[src/rtl/fp_pkg.sv]
// Shared definitions for the pipelined floating-point adder/subtractor.
// The unpacked-operand struct and helpers are sized from FP_EXP_W/FP_MAN_W;
// fp_addsub_pipe takes those as its parameter defaults, so change both together.
package fp_pkg;

  localparam int FP_EXP_W = 5;
  localparam int FP_MAN_W = 10;
  localparam int W        = 1 + FP_EXP_W + FP_MAN_W;
  localparam int BIAS     = (1 << (FP_EXP_W - 1)) - 1;
  localparam int EXP_MAX  = (1 << FP_EXP_W) - 1;

  // flags vector layout {invalid, overflow, underflow, inexact}
  localparam int FLG_NV = 3;
  localparam int FLG_OF = 2;
  localparam int FLG_UF = 1;
  localparam int FLG_NX = 0;

  typedef struct packed {
    logic                sign;
    logic [FP_EXP_W-1:0] exp;      // denormals report exponent 1
    logic [FP_MAN_W:0]   mant;     // hidden bit included
    logic                is_zero;
    logic                is_inf;
    logic                is_nan;
  } fp_unpk_t;

  function automatic logic [W-1:0] fp_qnan();
    return {1'b0, {FP_EXP_W{1'b1}}, 1'b1, {(FP_MAN_W-1){1'b0}}};
  endfunction

  function automatic fp_unpk_t fp_unpack(input logic [W-1:0] x);
    fp_unpk_t            u;
    logic [FP_EXP_W-1:0] e;
    logic [FP_MAN_W-1:0] f;
    e         = x[W-2:FP_MAN_W];
    f         = x[FP_MAN_W-1:0];
    u.sign    = x[W-1];
    u.exp     = (e == '0) ? FP_EXP_W'(1) : e;
    u.mant    = {(e != '0), f};
    u.is_zero = (e == '0) && (f == '0);
    u.is_inf  = (&e) && (f == '0);
    u.is_nan  = (&e) && (f != '0);
    return u;
  endfunction

endpackage

[src/rtl/fp_lzc.sv]
// Leading-zero counter; returns N for an all-zero input.
module fp_lzc
  import fp_pkg::*;
#(
  parameter int N     = 14,
  parameter int CNT_W = $clog2(N + 1)
) (
  input  logic [N-1:0]     i_vec,
  output logic [CNT_W-1:0] o_cnt
);

  // highest set bit wins because it is visited last
  always_comb begin
    o_cnt = CNT_W'(N);
    for (int i = 0; i < N; i++)
      if (i_vec[i]) o_cnt = CNT_W'(N - 1 - i);
  end

endmodule

[src/rtl/fp_addsub_pipe.sv]
// 3-stage floating-point add/sub with valid/ready and a global stall.
// Optional macro FPADD_RNE_EN: round-to-nearest-even; otherwise truncation
// with overflow saturating to max finite.
module fp_addsub_pipe
  import fp_pkg::*;
#(
  parameter int EXP_W = FP_EXP_W,
  parameter int MAN_W = FP_MAN_W
) (
  input  logic                   clk_i,
  input  logic                   rstn_i,
  input  logic                   valid_i,
  output logic                   ready_o,
  input  logic                   op_i,
  input  logic [EXP_W+MAN_W:0]   opA_i,
  input  logic [EXP_W+MAN_W:0]   opB_i,
  output logic                   valid_o,
  input  logic                   ready_i,
  output logic [EXP_W+MAN_W:0]   res_o,
  output logic [3:0]             flags_o
);

  localparam int STAGES = 3;
  localparam int WD     = 1 + EXP_W + MAN_W;
  localparam int MW     = MAN_W + 4;          // mantissa + guard/round/sticky
  localparam int CW     = EXP_W + 2;          // exponent math headroom
  localparam int LZW    = $clog2(MW + 1);
  localparam int EMAX   = (1 << EXP_W) - 1;
  localparam logic [EXP_W-1:0] SH_CAP = EXP_W'(MAN_W + 3);

  logic [STAGES:1] r_vld_pipe;
  logic            w_adv;

  assign w_adv   = ~r_vld_pipe[STAGES] | ready_i;
  assign ready_o = w_adv;
  assign valid_o = r_vld_pipe[STAGES];

  // ---------------- S1: unpack, specials, swap, align ----------------
  fp_unpk_t         w_ua, w_ub;
  logic             w_a_big, w_big_sign, w_nan, w_spec, w_zsign;
  logic [EXP_W-1:0] w_big_exp, w_sml_exp, w_d;
  logic [MAN_W:0]   w_big_mant, w_sml_mant;
  logic [2*MW-1:0]  w_wide;
  logic [MW-1:0]    w_aligned;
  logic [WD-1:0]    w_spec_res;
  logic [3:0]       w_spec_flg;

  // decode operands (B sign flipped for subtract) and align the smaller one
  always_comb begin
    w_ua       = fp_unpack(opA_i);
    w_ub       = fp_unpack({opB_i[WD-1] ^ op_i, opB_i[WD-2:0]});
    w_a_big    = opA_i[WD-2:0] >= opB_i[WD-2:0];
    w_big_sign = w_a_big ? w_ua.sign : w_ub.sign;
    w_big_exp  = w_a_big ? w_ua.exp  : w_ub.exp;
    w_big_mant = w_a_big ? w_ua.mant : w_ub.mant;
    w_sml_exp  = w_a_big ? w_ub.exp  : w_ua.exp;
    w_sml_mant = w_a_big ? w_ub.mant : w_ua.mant;
    w_d        = w_big_exp - w_sml_exp;
    w_wide     = {w_sml_mant, 3'b000, {MW{1'b0}}} >> w_d;
    if (w_d >= SH_CAP) w_aligned = {{(MW-1){1'b0}}, |w_sml_mant};
    else               w_aligned = {w_wide[2*MW-1:MW+1], w_wide[MW] | (|w_wide[MW-1:0])};
    // only two negative zeros keep a negative zero result
    w_zsign    = w_ua.is_zero & w_ub.is_zero & w_ua.sign & w_ub.sign;
    w_nan      = w_ua.is_nan | w_ub.is_nan |
                 (w_ua.is_inf & w_ub.is_inf & (w_ua.sign ^ w_ub.sign));
    w_spec     = w_nan | w_ua.is_inf | w_ub.is_inf;
    w_spec_flg = '0;
    if (w_nan) begin
      w_spec_res         = fp_qnan();
      w_spec_flg[FLG_NV] = 1'b1;
    end else if (w_ua.is_inf) begin
      w_spec_res = {w_ua.sign, {EXP_W{1'b1}}, {MAN_W{1'b0}}};
    end else begin
      w_spec_res = {w_ub.sign, {EXP_W{1'b1}}, {MAN_W{1'b0}}};
    end
  end

  logic             r1_sign, r1_sub, r1_zsign, r1_spec;
  logic [EXP_W-1:0] r1_exp;
  logic [MW-1:0]    r1_mbig, r1_msml;
  logic [WD-1:0]    r1_spec_res;
  logic [3:0]       r1_spec_flg;

  // stage valid shift register; holds as a whole while stalled
  always_ff @(posedge clk_i or negedge rstn_i) begin
    if (!rstn_i)    r_vld_pipe <= '0;
    else if (w_adv) r_vld_pipe <= {r_vld_pipe[STAGES-1:1], valid_i};
  end

  // S1 register
  always_ff @(posedge clk_i or negedge rstn_i) begin
    if (!rstn_i) begin
      r1_sign <= 1'b0; r1_sub <= 1'b0; r1_zsign <= 1'b0; r1_spec <= 1'b0;
      r1_exp  <= '0;   r1_mbig <= '0;  r1_msml <= '0;
      r1_spec_res <= '0; r1_spec_flg <= '0;
    end else if (w_adv) begin
      r1_sign     <= w_big_sign;
      r1_sub      <= w_ua.sign ^ w_ub.sign;
      r1_zsign    <= w_zsign;
      r1_spec     <= w_spec;
      r1_exp      <= w_big_exp;
      r1_mbig     <= {w_big_mant, 3'b000};
      r1_msml     <= w_aligned;
      r1_spec_res <= w_spec_res;
      r1_spec_flg <= w_spec_flg;
    end
  end

  // ---------------- S2: magnitude add/subtract ----------------
  logic [MW:0]      w_sum;
  logic             r2_sign, r2_spec;
  logic [EXP_W-1:0] r2_exp;
  logic [MW:0]      r2_sum;
  logic [WD-1:0]    r2_spec_res;
  logic [3:0]       r2_spec_flg;

  assign w_sum = r1_sub ? ({1'b0, r1_mbig} - {1'b0, r1_msml})
                        : ({1'b0, r1_mbig} + {1'b0, r1_msml});

  // S2 register; an exact zero takes the zero-sign rule
  always_ff @(posedge clk_i or negedge rstn_i) begin
    if (!rstn_i) begin
      r2_sign <= 1'b0; r2_spec <= 1'b0; r2_exp <= '0; r2_sum <= '0;
      r2_spec_res <= '0; r2_spec_flg <= '0;
    end else if (w_adv) begin
      r2_sign     <= (w_sum == '0) ? r1_zsign : r1_sign;
      r2_spec     <= r1_spec;
      r2_exp      <= r1_exp;
      r2_sum      <= w_sum;
      r2_spec_res <= r1_spec_res;
      r2_spec_flg <= r1_spec_flg;
    end
  end

  // ---------------- S3: normalise, round, pack ----------------
  logic [LZW-1:0]   w_lz;
  logic [CW-1:0]    w_maxsh, w_sh, w_en, w_eo;
  logic [MW-1:0]    w_n;
  logic [MAN_W+1:0] w_mr;
  logic [MAN_W-1:0] w_frac;
  logic             w_inc, w_nx, w_ovf;
  logic [WD-1:0]    w_res, r_res;
  logic [3:0]       w_flg, r_flags;

  fp_lzc #(.N(MW), .CNT_W(LZW)) u_lzc (.i_vec(r2_sum[MW-1:0]), .o_cnt(w_lz));

  // left shift stops at exponent 1 so small results stay denormal
  always_comb begin
    w_maxsh = CW'(r2_exp) - CW'(1);
    w_sh    = (CW'(w_lz) > w_maxsh) ? w_maxsh : CW'(w_lz);
    if (r2_sum[MW]) begin
      w_n  = {r2_sum[MW:2], r2_sum[1] | r2_sum[0]};
      w_en = CW'(r2_exp) + CW'(1);
    end else begin
      w_n  = r2_sum[MW-1:0] << w_sh;
      w_en = CW'(r2_exp) - w_sh;
    end
    w_nx = |w_n[2:0];
`ifdef FPADD_RNE_EN
    w_inc = w_n[2] & (w_n[1] | w_n[0] | w_n[3]);
`else
    w_inc = 1'b0;
`endif
    w_mr = {1'b0, w_n[MW-1:3]} + {{(MAN_W+1){1'b0}}, w_inc};
    if (w_mr[MAN_W+1]) begin
      w_eo   = w_en + CW'(1);
      w_frac = w_mr[MAN_W:1];
    end else begin
      w_eo   = w_mr[MAN_W] ? w_en : '0;
      w_frac = w_mr[MAN_W-1:0];
    end
    w_ovf = w_eo >= CW'(EMAX);
    w_flg = '0;
    if (r2_spec) begin
      w_res = r2_spec_res;
      w_flg = r2_spec_flg;
    end else if (w_ovf) begin
`ifdef FPADD_RNE_EN
      w_res = {r2_sign, {EXP_W{1'b1}}, {MAN_W{1'b0}}};
`else
      w_res = {r2_sign, {(EXP_W-1){1'b1}}, 1'b0, {MAN_W{1'b1}}};
`endif
      w_flg[FLG_OF] = 1'b1;
      w_flg[FLG_NX] = 1'b1;
    end else begin
      w_res = {r2_sign, w_eo[EXP_W-1:0], w_frac};
      w_flg[FLG_NX] = w_nx;
      w_flg[FLG_UF] = w_nx & (w_eo == '0);
    end
  end

  // S3 / output register
  always_ff @(posedge clk_i or negedge rstn_i) begin
    if (!rstn_i) begin
      r_res   <= '0;
      r_flags <= '0;
    end else if (w_adv) begin
      r_res   <= w_res;
      r_flags <= w_flg;
    end
  end

  assign res_o   = r_res;
  assign flags_o = r_flags;

endmodule

[config.mk]
export PLATFORM = sky130hd
export DESIGN_NAME = fp_addsub_pipe
export DESIGN_NICKNAME = d
export VERILOG_FILES = /design/src/rtl/fp_pkg.sv /design/src/rtl/fp_lzc.sv /design/src/rtl/fp_addsub_pipe.sv
export SDC_FILE = /design/constraint.sdc
export NUM_CORES = 1
export LEC_CHECK = 0
export ABC_CLOCK_PERIOD_IN_PS = 12800
export BUFFER_PORTS_ARGS = -buffer_cell sky130_fd_sc_hd__buf_2
export CAP_MARGIN = 20
export CORE_MARGIN = 2
export CORE_UTILIZATION = 50
export CTS_CLUSTER_SIZE = 24
export DETAILED_ROUTE_END_ITERATION = 7
export PLACE_DENSITY = 0.68
export SYNTH_ARGS = -nofsm -noshare
export SYNTH_HDL_FRONTEND = slang
export SYNTH_SLANG_ARGS = --single-unit
[constraint.sdc]
create_clock -name clk_i -period 12.8 [get_ports clk_i]
set_input_delay 0.64 -clock clk_i [delete_from_list [all_inputs] [get_ports clk_i]]
set_output_delay 0.64 -clock clk_i [all_outputs]
set_load 0.02 [all_outputs]
==> impl_metrics.yaml <==
floorplanning:
  num_rows: 43
  coreArea_sq_um: 14000
  io_pins: 59
  die_y_microns: 124
  die_x_microns: 124
  die_area_sq_um: 15400
  start_util: 0.517
global_route:
  grt_pass1_vias: 6202
  antenna_found_initial: 0
  overflow: 0
  grt_usage: 0.242
  grt_pass1_wl_mm: 31.1
  grt_max_degree: 77
finish:
  fin_area_sq_um: 7910
  diodes: 0
  fillers: 1321
  regArea_sq_um: 2130
  final_layout_size_suffix_gt1_frac: 0.139
  area_growth_pct: 9.47
  layoutNonFillerInstCount: 1066
  nets: 974
  multiInputGateArea_sq_um: 4690
  utilization: 0.566
setup_path:
  startpoint: "r2_sum[1]"
  start_kind: "flip-flop"
  path_cells: "nor2_1 -> o31ai_1 -> a211oi_1 -> o31ai_1 -> inv_1 -> ha_1 -> nor2b_1 -> o21a_1 -> o21ai_1 -> a21oi_4 -> o31ai_4 -> inv_2 -> ha_1 -> inv_1 -> fa_1 -> nor3b_1 -> a31o_2 -> a41oi_1 -> a2111o_1 -> o311ai_0"
  worst-path-max-fanout: 12
  reg2reg_to: "res_o[4]"
  cp_top_family: "compound AO/OA/AOI/OAI gates"
  critPathArrivalTime_ns: 5.50
  end_kind: "flip-flop"
  rrSetupSlack_ns: 7.49
  slowest_stage: "o31ai_4"
  path_class: "reg2reg"
  r2r-start: "r2_sum[1]"
  cp_slowest_stage_delay_ns: 0.62
  r2r_cells: 20
  path_buf_inv: 3
  cp.required_ns: 12.99
routing:
  drt_iter0_markers: 437
  drt-total-wl_mm: 18.3
  first_pass_iters: 5
  drc: 0
  wl_per_cell_microns: 17.1
  routed_via_density: 6.00
  vias: 6394
  ant_nets: 0
synth:
  synthDistinctLibCells: 72
  synth_edf_count: 0
  async_flop_share: 1.00
  ys_warn_count: 0
  syn_nets: 944
  syn_avg_cell_area_sq_um: 8.50
  syn_inst: 851
  ys.flop_type: "dfrtp_1"
  synth_seq_area_share: 0.294
  synth-seq-cells: 85
  netlist_area_sq_um: 7230
clocking:
  clockRootBuffer: "clkbuf_16"
  cts-htree-levels: 3
  ctsHoldBuffers: 0
  cts_setup_buffers: 0
  post_cts_resized: 0
  cts_buffers: 9
  max-clock-path-buffers: 2
  insertion_delay_ns: 0.35
  cts_tree: "done"
  cts.sinks: 85
  cts.clk_slew.worst_paths_ns: 0.08
timing:
  finalCritPeriodShare: 0.415
  slew_headroom: 0.312
  tightest_slew_ns: 1.03
  clock_skew_ns: 0.0119
  period_needed_ns: 5.31
  finalSetupTns_ns: 0
  setup_violations: 0
  rsz0062_at_grt: "no"
  final_hold_viol_count: 0
  slew_violations: 0
  fmax_mhz: 188
  setup_slack_ns: 7.49
run:
  max_cap_viol_count: 0
power_and_ir_drop:
  power_density_nw_per_um2: 248
  p_leak_uw: 0.00370
  peakVddDrop_uv: 93.0
placement:
  gp_congestion: 0.956
  placed_cells: 1049
  hpwl_mm: 13.9
  placed_area_sq_um: 7610
  io_buffers: 58
  post-place-ws_ns: 7.00
status:
  status: "completed"
min_path:
  min_path_type: "in2async"
cells by family (layout without fill, tap and decap cells):
kind of cell	after synthesis	after routing	share of synthesized area
buffers and inverters	106	141	0.0580
AND/OR/NAND/NOR	274	274	0.173
AO/OA/AOI/OAI	222	222	0.211
XOR/XNOR	26	26	0.0315
multiplexers	82	82	0.132
flip-flops	85	85	0.294
adder cells (fa/ha/maj)	56	56	0.100
cells in the final DEF, fill, tap and decap left out, drive strengths merged, types with 7 or more instances in the layout:
| cell type | netlist | routed |
|---|---|---|
| a211oi | 10 | 10 |
| a21o | 14 | 14 |
| a21oi | 43 | 43 |
| a221o | 9 | 9 |
| a221oi | 7 | 7 |
| a31oi | 9 | 9 |
| and3 | 7 | 7 |
| buf | 15 | 65 |
| clkbuf | 31 | 9 |
| dfrtp | 85 | 85 |
| ha | 53 | 53 |
| inv | 60 | 63 |
| mux2 | 15 | 15 |
| mux2i | 58 | 58 |
| mux4 | 9 | 9 |
| nand2 | 110 | 110 |
| nand3 | 16 | 16 |
| nand4 | 7 | 7 |
| nor2 | 70 | 70 |
| nor2b | 7 | 7 |
| nor3 | 16 | 16 |
| o211ai | 12 | 12 |
| o21ai | 58 | 58 |
| o21bai | 7 | 7 |
| o22ai | 8 | 8 |
| o31ai | 7 | 7 |
| xnor2 | 16 | 16 |
| xor2 | 10 | 10 |
cells in the mapped netlist (all sizes together) (9+ instances only):
cell type	n	share of area
nand2	110	0.057
dfrtp	85	0.29
nor2	70	0.036
inv	60	0.031
mux2i	58	0.080
o21ai	58	0.041
ha	53	0.092
a21oi	43	0.032
clkbuf	31	0.016
nand3	16	0.011
nor3	16	0.011
xnor2	16	0.019
buf	15	0.011
mux2	15	0.023
a21o	14	0.015
o211ai	12	0.013
a211oi	10	0.010
xor2	10	0.012
a221o	9	0.012
a31oi	9	0.0099
mux4	9	0.028
power by group:
group | switching (uW) | leakage (uW) | total (uW) | internal, uW
sequential | 122 | 0.00103 | 497 | 375
combinational | 712 | 0.00252 | 1200 | 487
clock | 127 | 0.000144 | 265 | 138
metal layers:
layer,global-route usage,vias to the layer above,share of wire
met5,0,-,0
met4,0.0912,0,0.023
met3,0.0280,34,0.040
met2,0.380,178,0.45
met1,0.345,3039,0.49
li1,-,3143,-
stage by stage:
step	hold WS [ns]	total power (uW)
floorplan	0.344	1390
global placement	0.441	1680
detailed placement	0.450	1690
CTS	0.0969	1960
global route	0.102	2130
finish	0.0993	1960
flip-flops by register name, summed over array words and instances, names as in the netlist:
| register | flops |
|---|---|
| r1_sign | 1 |
| r2_spec | 1 |
| r2_exp | 5 |
| r2_sum | 15 |
| r1_msml | 14 |
| r2_sign | 1 |
| r1_mbig | 11 |
| flags_o | 4 |
| r2_spec_res | 3 |
| res_o | 16 |
| r_vld_pipe | 3 |
| r1_sub | 1 |
| r1_zsign | 1 |
| r1_spec_res | 3 |
| r1_exp | 5 |
| r1_spec | 1 |
worst reg2reg max path, stage by stage, from the launching register on:
cell and delay, ns:
dfrtp_1 0.44, nor2_1 0.09, o31ai_1 0.24, a211oi_1 0.13, o31ai_1 0.32, inv_1 0.09
ha_1 0.31, nor2b_1 0.13, o21a_1 0.16, o21ai_1 0.25, a21oi_4 0.16, o31ai_4 0.62
inv_2 0.23, ha_1 0.25, inv_1 0.09, fa_1 0.45, nor3b_1 0.16, a31o_2 0.22
a41oi_1 0.25, a2111o_1 0.36, o311ai_0 0.21
worst max path at each step:
stage / end / slack, ns / cells after the start
detailed placement: res_o[4] / 7.00 / 21
CTS: res_o[4] / 6.97 / 21
global placement: res_o[4] / 7.13 / 21
finish: res_o[4] / 7.49 / 20
floorplan: r1_msml[0] / 7.20 / 24
global route: res_o[4] / 7.06 / 20
final cells by class:
class,count,share of cell area
Clock buffer,9,0.0285
Tap cell,180,0.0285
Inverter,60,0.0285
Timing Repair Buffer,65,0.0436
Multi-Input combinational cell,660,0.593
Sequential cell,85,0.269
Clock inverter,7,0.00949
Power figures use the tool's default switching activity.
